$ cat src/rtl/dda_move_engine.sv
// Buffered multi-axis second-order DDA move executor; a queued move loads 2 cycles after the previous one ends.
// wr_ready drops when the FIFO is full (from registered count) or while abort is high.
module dda_move_engine #(
  parameter int          NUM_AXES     = 2,
  parameter int          BUFFER_DEPTH = 4,
  parameter int          DUR_WIDTH    = 64,
  parameter int          ACC_WIDTH    = 64,
  parameter int          DIV_WIDTH    = 24,
  parameter logic [63:0] THRESHOLD    = 64'h7fffffffffffff9b,
  parameter int          STEP_HOLD    = 8
) (
  input  logic                            clk,
  input  logic                            resetn,
  input  logic [DIV_WIDTH-1:0]            clock_divisor,
  input  logic                            wr_valid,
  output logic                            wr_ready,
  input  logic [DUR_WIDTH-1:0]            wr_duration,
  input  logic [NUM_AXES-1:0]             wr_dir,
  input  logic [NUM_AXES*ACC_WIDTH-1:0]   wr_increment,
  input  logic [NUM_AXES*ACC_WIDTH-1:0]   wr_incinc,
  input  logic                            abort,
  output logic [NUM_AXES-1:0]             step,
  output logic [NUM_AXES-1:0]             dir,
  output logic                            busy,
  output logic                            move_done,
  output logic [$clog2(BUFFER_DEPTH):0]   buffer_count
);

  localparam int PTR_W  = $clog2(BUFFER_DEPTH);
  localparam int CNT_W  = PTR_W + 1;
  localparam int HOLD_W = $clog2(STEP_HOLD + 1);
  localparam logic [ACC_WIDTH-1:0] THR = THRESHOLD[ACC_WIDTH-1:0];

  typedef enum logic [1:0] {S_IDLE, S_LOAD, S_RUN} state_t;
  state_t state;

  logic [DUR_WIDTH-1:0]          mem_dur    [BUFFER_DEPTH];
  logic [NUM_AXES-1:0]           mem_dir    [BUFFER_DEPTH];
  logic [NUM_AXES*ACC_WIDTH-1:0] mem_inc    [BUFFER_DEPTH];
  logic [NUM_AXES*ACC_WIDTH-1:0] mem_incinc [BUFFER_DEPTH];
  logic [PTR_W-1:0]              rd_ptr, wr_ptr;

  logic [DUR_WIDTH-1:0]          cur_dur, tickdown;
  logic [NUM_AXES-1:0]           cur_dir;
  logic [NUM_AXES*ACC_WIDTH-1:0] cur_inc, cur_incinc;
  logic [DIV_WIDTH-1:0]          div_r, clkcnt;
  logic                          first;
  logic [ACC_WIDTH-1:0]          inc_r   [NUM_AXES];
  logic [ACC_WIDTH-1:0]          acc     [NUM_AXES];
  logic [ACC_WIDTH-1:0]          inc_nx  [NUM_AXES];
  logic [ACC_WIDTH-1:0]          acc_sum [NUM_AXES];
  logic [HOLD_W-1:0]             hcnt    [NUM_AXES];
  logic [NUM_AXES-1:0]           pend, fire;
  logic                          push, pop, tick;

  assign wr_ready = (buffer_count < CNT_W'(BUFFER_DEPTH)) && !abort;
  assign push     = wr_valid && wr_ready;
  assign pop      = (state == S_IDLE) && (buffer_count != '0);
  assign tick     = (state == S_RUN) && ((clkcnt + DIV_WIDTH'(1)) == div_r);
  assign busy     = (state != S_IDLE);

  always_comb begin
    fire = '0;
    for (int a = 0; a < NUM_AXES; a++) begin
      inc_nx[a]  = first ? inc_r[a] : inc_r[a] + cur_incinc[a*ACC_WIDTH +: ACC_WIDTH];
      acc_sum[a] = acc[a] + inc_nx[a];
      // strictly positive in two's complement
      fire[a]    = tick && !acc_sum[a][ACC_WIDTH-1] && (acc_sum[a] != '0);
    end
  end

  always_ff @(posedge clk) begin
    if (push) begin
      mem_dur[wr_ptr]    <= wr_duration;
      mem_dir[wr_ptr]    <= wr_dir;
      mem_inc[wr_ptr]    <= wr_increment;
      mem_incinc[wr_ptr] <= wr_incinc;
    end
  end

  always_ff @(posedge clk or negedge resetn) begin
    if (!resetn) begin
      state        <= S_IDLE;
      rd_ptr       <= '0;
      wr_ptr       <= '0;
      buffer_count <= '0;
      move_done    <= 1'b0;
      dir          <= '0;
      step         <= '0;
      pend         <= '0;
      tickdown     <= '0;
      div_r        <= DIV_WIDTH'(1);
      clkcnt       <= '0;
      first        <= 1'b0;
      cur_dur      <= '0;
      cur_dir      <= '0;
      cur_inc      <= '0;
      cur_incinc   <= '0;
      for (int a = 0; a < NUM_AXES; a++) begin
        acc[a]   <= '0;
        inc_r[a] <= '0;
        hcnt[a]  <= '0;
      end
    end else if (abort) begin
      state        <= S_IDLE;
      rd_ptr       <= '0;
      wr_ptr       <= '0;
      buffer_count <= '0;
      move_done    <= 1'b0;
      step         <= '0;
      pend         <= '0;
      for (int a = 0; a < NUM_AXES; a++) begin
        acc[a]  <= '0;
        hcnt[a] <= '0;
      end
    end else begin
      move_done <= 1'b0;
      if (push) wr_ptr <= wr_ptr + 1'b1;
      if (pop)  rd_ptr <= rd_ptr + 1'b1;
      if (push && !pop)      buffer_count <= buffer_count + 1'b1;
      else if (pop && !push) buffer_count <= buffer_count - 1'b1;

      // A tick landing on a live pulse forces a one-cycle low so each step is its own edge.
      for (int a = 0; a < NUM_AXES; a++) begin
        if (fire[a]) begin
          if (step[a] || pend[a]) begin
            step[a] <= 1'b0;
            pend[a] <= 1'b1;
          end else begin
            step[a] <= 1'b1;
            hcnt[a] <= HOLD_W'(STEP_HOLD);
          end
        end else if (pend[a]) begin
          pend[a] <= 1'b0;
          step[a] <= 1'b1;
          hcnt[a] <= HOLD_W'(STEP_HOLD);
        end else if (step[a]) begin
          if (hcnt[a] == HOLD_W'(1)) step[a] <= 1'b0;
          hcnt[a] <= hcnt[a] - 1'b1;
        end
      end

      case (state)
        S_IDLE: begin
          if (pop) begin
            cur_dur    <= mem_dur[rd_ptr];
            cur_dir    <= mem_dir[rd_ptr];
            cur_inc    <= mem_inc[rd_ptr];
            cur_incinc <= mem_incinc[rd_ptr];
            state      <= S_LOAD;
          end
        end
        S_LOAD: begin
          tickdown <= cur_dur;
          div_r    <= (clock_divisor == '0) ? DIV_WIDTH'(1) : clock_divisor;
          dir      <= cur_dir;
          first    <= 1'b1;
          clkcnt   <= '0;
          for (int a = 0; a < NUM_AXES; a++) inc_r[a] <= cur_inc[a*ACC_WIDTH +: ACC_WIDTH];
          if (cur_dur == '0) begin
            move_done <= 1'b1;
            state     <= S_IDLE;
          end else begin
            state <= S_RUN;
          end
        end
        S_RUN: begin
          clkcnt <= tick ? '0 : clkcnt + 1'b1;
          if (tick) begin
            first    <= 1'b0;
            tickdown <= tickdown - 1'b1;
            for (int a = 0; a < NUM_AXES; a++) begin
              inc_r[a] <= inc_nx[a];
              acc[a]   <= fire[a] ? acc_sum[a] - THR : acc_sum[a];
            end
            if (tickdown == DUR_WIDTH'(1)) begin
              move_done <= 1'b1;
              state     <= S_IDLE;
            end
          end
        end
        default: state <= S_IDLE;
      endcase
    end
  end

endmodule

$ cat config.mk
export PLATFORM = sky130hd
export DESIGN_NAME = dda_move_engine
export DESIGN_NICKNAME = d
export VERILOG_FILES = /design/src/rtl/dda_move_engine.sv
export SDC_FILE = /design/constraint.sdc
export NUM_CORES = 2
export LEC_CHECK = 0
export CAP_MARGIN = 20
export CORE_MARGIN = 8
export CORE_UTILIZATION = 60
export CTS_CLUSTER_SIZE = 20
export DETAILED_ROUTE_END_ITERATION = 8
export MAX_ROUTING_LAYER = met4
export PLACE_DENSITY = 0.78
export SLEW_MARGIN = 25
export SYNTH_ARGS = -nofsm -noshare
export SYNTH_HDL_FRONTEND = slang
export SYNTH_SLANG_ARGS = --single-unit
$ cat constraint.sdc
create_clock -name clk -period 28.1 [get_ports clk]
set_input_delay 5.62 -clock clk [delete_from_list [all_inputs] [get_ports clk]]
set_output_delay 5.62 -clock clk [all_outputs]
set_load 0.1 [all_outputs]
## After elaboration in Yosys (flattened, before gate mapping)

Memory sizes are Yosys's and may differ from the RTL's. A register that Yosys moved wholly into a read port is not among the register bits.
Index checks and enable logic that the tools add are counted.

| word-level totals | value |
|---|---|
| register bits after elaboration | 393 |
| bits in writable memories | 1288 |
| word-level logic and storage cells | 158 |
| memories kept | 4 |

Memory list:

| name | words | bits a word | rd ports | clocked after memory_dff | write ports | RTL line | source |
|---|---|---|---|---|---|---|---|
| mem_inc | 4 | 128 | 1 | 1 | 1 | 39 | `logic [NUM_AXES*ACC_WIDTH-1:0] mem_inc [BUFFER_DEPTH];` |
| mem_incinc | 4 | 128 | 1 | 1 | 1 | 40 | `logic [NUM_AXES*ACC_WIDTH-1:0] mem_incinc [BUFFER_DEPTH];` |
| mem_dur | 4 | 64 | 1 | 1 | 1 | 37 | `logic [DUR_WIDTH-1:0] mem_dur [BUFFER_DEPTH];` |
| mem_dir | 4 | 2 | 1 | 1 | 1 | 38 | `logic [NUM_AXES-1:0] mem_dir [BUFFER_DEPTH];` |

| operators by class | value |
|---|---|
| $add $sub $neg | 14 |
| order comparisons | 1 |
| equality and inequality tests | 14 |
| mux-type cells | 61 |
| bitwise operators | 1 |
| reductions and logical operators | 44 |

Operator list:

| operator | count |
|---|---|
| $mux W128 | 4 |
| $mux W64 | 5 |
| $add A64 B64 Y64 | 4 |
| $pmux W128 S2 | 1 |
| $pmux W64 S2 | 1 |
| $reduce_bool A64 Y1 | 2 |
| $sub A64 B63 Y64 const B | 2 |
| $eq A64 B1 Y1 const B | 1 |
| $logic_not A64 Y1 | 1 |
| $sub A64 B1 Y64 const B | 1 |
| $mux W24 | 2 |
| $pmux W24 S2 | 1 |
| $mux W4 | 8 |
| $add A24 B1 Y24 const B | 1 |
| $eq A24 B24 Y1 | 1 |
| $logic_not A24 Y1 | 1 |
| $mux W2 | 11 |
| $mux W1 | 21 |
| $ne A3 B3 Y1 const B | 4 |
| $reduce_bool A2 Y1 | 6 |
| $logic_and A1 B1 Y1 | 10 |
| $reduce_and A2 Y1 | 5 |
| $logic_not A1 Y1 | 9 |
| $mux W3 | 3 |
| 19 further kinds | 30 |

## Depth between registers and ports, before layout

| depth | value |
|---|---|
| word-level depth | 10 |
| mapped depth | 33 |
| mapped depth without buffers | 30 |

## Worst setup path before layout

Ideal clock, no wire load.

| timing | value |
|---|---|
| kind | in2reg |
| start | input port abort |
| end | memory mem_dir[0][0] (enable) |
| setup time | 728 ps |
| arrival | 13810 ps |
| data required time | 27372 ps |
| slack | 13562 ps |
| cell stages on the path | 5 |
| path buffers | 3 |
| cell sequence | clkbuf_1 inv_1 clkbuf_1 clkbuf_1 and3_1 |

| on the way | value |
|---|---|
| word-level cells in the longest chain between the ends | 5 |

RTL lines:

| what | RTL line | source |
|---|---|---|
| start: declaration | 21 | `input logic abort,` |
| $logic_not A1 Y1 | 56 | `assign wr_ready = (buffer_count < CNT_W'(BUFFER_DEPTH)) && !abort;` |
| $logic_and A1 B1 Y1 | 56 |  |
| $logic_and A1 B1 Y1 | 57 | `assign push = wr_valid && wr_ready;` |
| $mux W1 | 73 | `if (push) begin` |
| $mux W1 (not written as such) | 75 | `mem_dir[wr_ptr] <= wr_dir;` |
| end: declaration | 38 |  |

No other way between the ends.

## Worst setup path after layout

| timing | value |
|---|---|
| start | input port abort |
| end | output port wr_ready |

| on the way | value |
|---|---|
| word-level cells in the longest chain between the ends | 2 |

RTL lines:

| what | RTL line | source |
|---|---|---|
| $logic_not A1 Y1 | 56 |  |
| $logic_and A1 B1 Y1 | 56 |  |
| end: declaration | 16 | `output logic wr_ready,` |

No other way between the ends.

==> results.ini <==
[run_status]
status = finished clean

[synthesis]
ys_seq_area_frac = 0.568
yosys.area.top_type_share = 0.388
synth_area_leader_cell = edfxtp_1
synth_area_leaders = edfxtp_1 (39%), dfrtp_1 (18%), mux4_2 (7.3%)
syn-num-nets = 8529
ys_warn_count = 0
synth_top_flop_cell = edfxtp_1
syn_avg_cell_area_um2 = 12.6
async_flop_share = 0.357
synth_edf_count = 1288
synth_seq_cells = 2003
syn_inst = 7886
synthesis.area_mm2 = 0.0996
synth_cell_types = 110

[sta]
slew_violations = 0
post-route-period-util = 0.450
grt_setup_unrepaired = no
hold_viol_final = 0
setup_viol = 0
slew_headroom = 0.245
layout_setup_ws_ns = 15.44
tightest_slew_ns = 1.13
fin_skew_ns = 0.0306
fin_crit_ns = 12.66
fin_setup_tns_ns = 0
fmax_ghz = 0.0790

[clock_network]
cts_tree = built
hold_buffers = 0
cts.sinks = 2003
clockBufferDepth = 3
clkSlewWorstSetupHoldPaths_ns = 0.06
cts.htree.levels = 4
clk_latency_ns = 0.85
cts_resized = 0
cts_made_buffers = 195
clock_tree.root_cell = clkbuf_16
post_cts_buffers = 0

[route]
first_pass_iters = 6
num_vias = 68800
routedWlPerCell_um = 25.7
ant_nets = 0
drc = 0
postRouteWirelength_mm = 270
drtIter0Drc = 7016
avgViaCountPerCell = 6.54

[worst_setup_path]
cp_max_fo = 5
arrival_ns = 7.04
endpoint_kind = output port
worstPathCellList = buf_4 > nor2_1 > clkdlybuf4s50_1
worstSetupStartpointType = primary input
critPathBufInv = 2
slowest_stage = clkdlybuf4s50_1
crit_family = buffers and inverters
worstSetupPathType = primary input to output port
cpPeakStageDelay_ns = 1.15
cp.required_ns = 22.48

[pwr]
p_sw_frac = 0.374
internal_power_uw = 7040
power.density_mw_per_mm2 = 100
seqPwrFrac = 0.362
p_leak_uw = 0.0408
p_sw_uw = 4200
ir_drop_mv = 0.0718
clock_power_share = 0.236
p_comb_frac = 0.402

[global_route]
grt_pass1_vias = 69000
gr-total-overflow = 0
grt_max_degree = 128
antenna_found_initial = 13
grtUsageTotal = 0.304
grt_pass1_wl_mm = 414

[floorplan]
rows = 149
core_area_mm2 = 0.165
die_area_mm2 = 0.179
initial_utilization = 0.604
die_w_um = 424
pin_count = 360
die_height_um = 424

[placed_design]
place_ws_ns = 15.43
gp_congestion = 0.978
dp_hpwl_mm = 185
io_buffers = 359

[final_layout]
final_cell_mix = edfxtp_1 (1288), nand2_1 (711), dfrtp_1 (711), o21ai_0 (485), a21oi_1 (438)
layout-drive-gt1-share = 0.143
nets = 8791
num-fill-cells = 11300
syn2layout_area_growth_pct = 12.3
mostFrequentLayoutCell = edfxtp_1
finalCoreUtilization = 0.678

[worst_hold_path]
hold_path_class = flip-flop to flip-flop

[run]
cap_violations = 0

==> cell usage after synthesis, drive strengths merged, types with 35 or more instances <==
library cell	instances
o31ai	42
or3	66
nor3	186
clkbuf	327
and2	35
xor2	114
dfrtp	714
nor2	412
o21bai	53
mux4	322
xnor2	197
a211oi	135
nand3	164
mux2i	130
o22ai	42
o211ai	49
nor2b	36
o21ai	523
edfxtp	1288
buf	70
and3	71
ha	288
a21oi	446
nand2	715
inv	129
nor4	163
a21o	156
a31oi	39
o21a	49
nand2b	50
or4	38
mux2	342
nand4	99
==> per-layer routing <==
metal | share of wire | vias up | track usage
met1 | 0.40 | 34800 | 0.384
met2 | 0.50 | 2580 | 0.509
met3 | 0.057 | 502 | 0.0400
li1 | - | 31000 | -
met4 | 0.040 | 0 | 0.111
met5 | 0 | - | -
==> through the flow <==
| step | hold WS (ns) | std cells | area, um2 | total power (uW) |
|---|---|---|---|---|
| finish | 0.476 | 10500 | 112000 | 11200 |
| global route | 0.509 | 10500 | 112000 | 11800 |
| CTS | 0.482 | 10500 | 112000 | 11200 |
| detailed placement | 0.465 | 10100 | 105000 | 8520 |
| global placement | 0.458 | 10100 | 105000 | 8390 |
| floorplan | 0.435 | 7886 | 99600 | 7290 |
==> state kept, by name (all words and copies together) (netlist names), 3 cells and up <==
| signal | cells |
|---|---|
| clkcnt | 24 |
| cur_dur | 64 |
| hcnt | 8 |
| buffer_count | 3 |
| acc | 128 |
| div_r | 24 |
| tickdown | 64 |
| mem_inc | 512 |
| cur_inc | 128 |
| mem_dir | 8 |
| mem_incinc | 512 |
| cur_incinc | 128 |
| inc_r | 128 |
| mem_dur | 256 |
==> path summary, 6_finish.rpt <==
path	from	to	slack, ns	depth (start not counted)
setup / recovery	abort	wr_ready	15.44	3
max in group asynchronous	resetn	cur_incinc[98]	20.13	4
hold reg to reg	dir[1]	dir[1]	0.48	2
hold / removal	dir[1]	dir[1]	0.48	2
setup reg to reg	inc_r[0]	acc[6]	18.22	30
min in group asynchronous	resetn	cur_inc[31]	4.80	1
==> power by group through the flow <==
stage / clock (uW) / sequential [uW] / combinational, uW
3_3_place_gp: 0 / 4090 / 4300
4_1_cts: 2680 / 4070 / 4460
3_5_place_dp: 0 / 4120 / 4400
6_report: 2650 / 4070 / 4510
5_1_grt: 2800 / 4120 / 4900
2_1_floorplan: 0 / 3990 / 3300
==> kinds of logic after synthesis <==
group / after synthesis / synth area share
mux: 794 / 0.124
buf+inv: 526 / 0.0204
simple gates: 2173 / 0.108
xor+xnor: 313 / 0.0279
compound gates: 1784 / 0.114
fa+ha+maj: 293 / 0.0372
flops: 2003 / 0.568
==> worst register-to-register path: cells and delay by family (launching register included) <==
kind                       cells  cell delay, ns
AOI/OAI and AO/OA             15            4.78
xor gates and xnor gates       2            0.31
adders and majority gates      3            0.95
buffers and inverters          2            0.59
DFF                            1            0.37
and+or+nand+nor                8            2.79
==> cell type report <==
type | count | area (um2) | area share
clock inverter | 106 | 1140 | 0.0102
timing repair buffer | 462 | 4390 | 0.0393
multi-input combinational | 5357 | 41100 | 0.368
clock buffer | 265 | 5390 | 0.0482
inverter | 129 | 484 | 0.00433
tap | 2189 | 2740 | 0.0245
antenna | 15 | 37.5 | 0.000335
sequential | 2003 | 56600 | 0.506
Power figures use the tool's default switching activity.
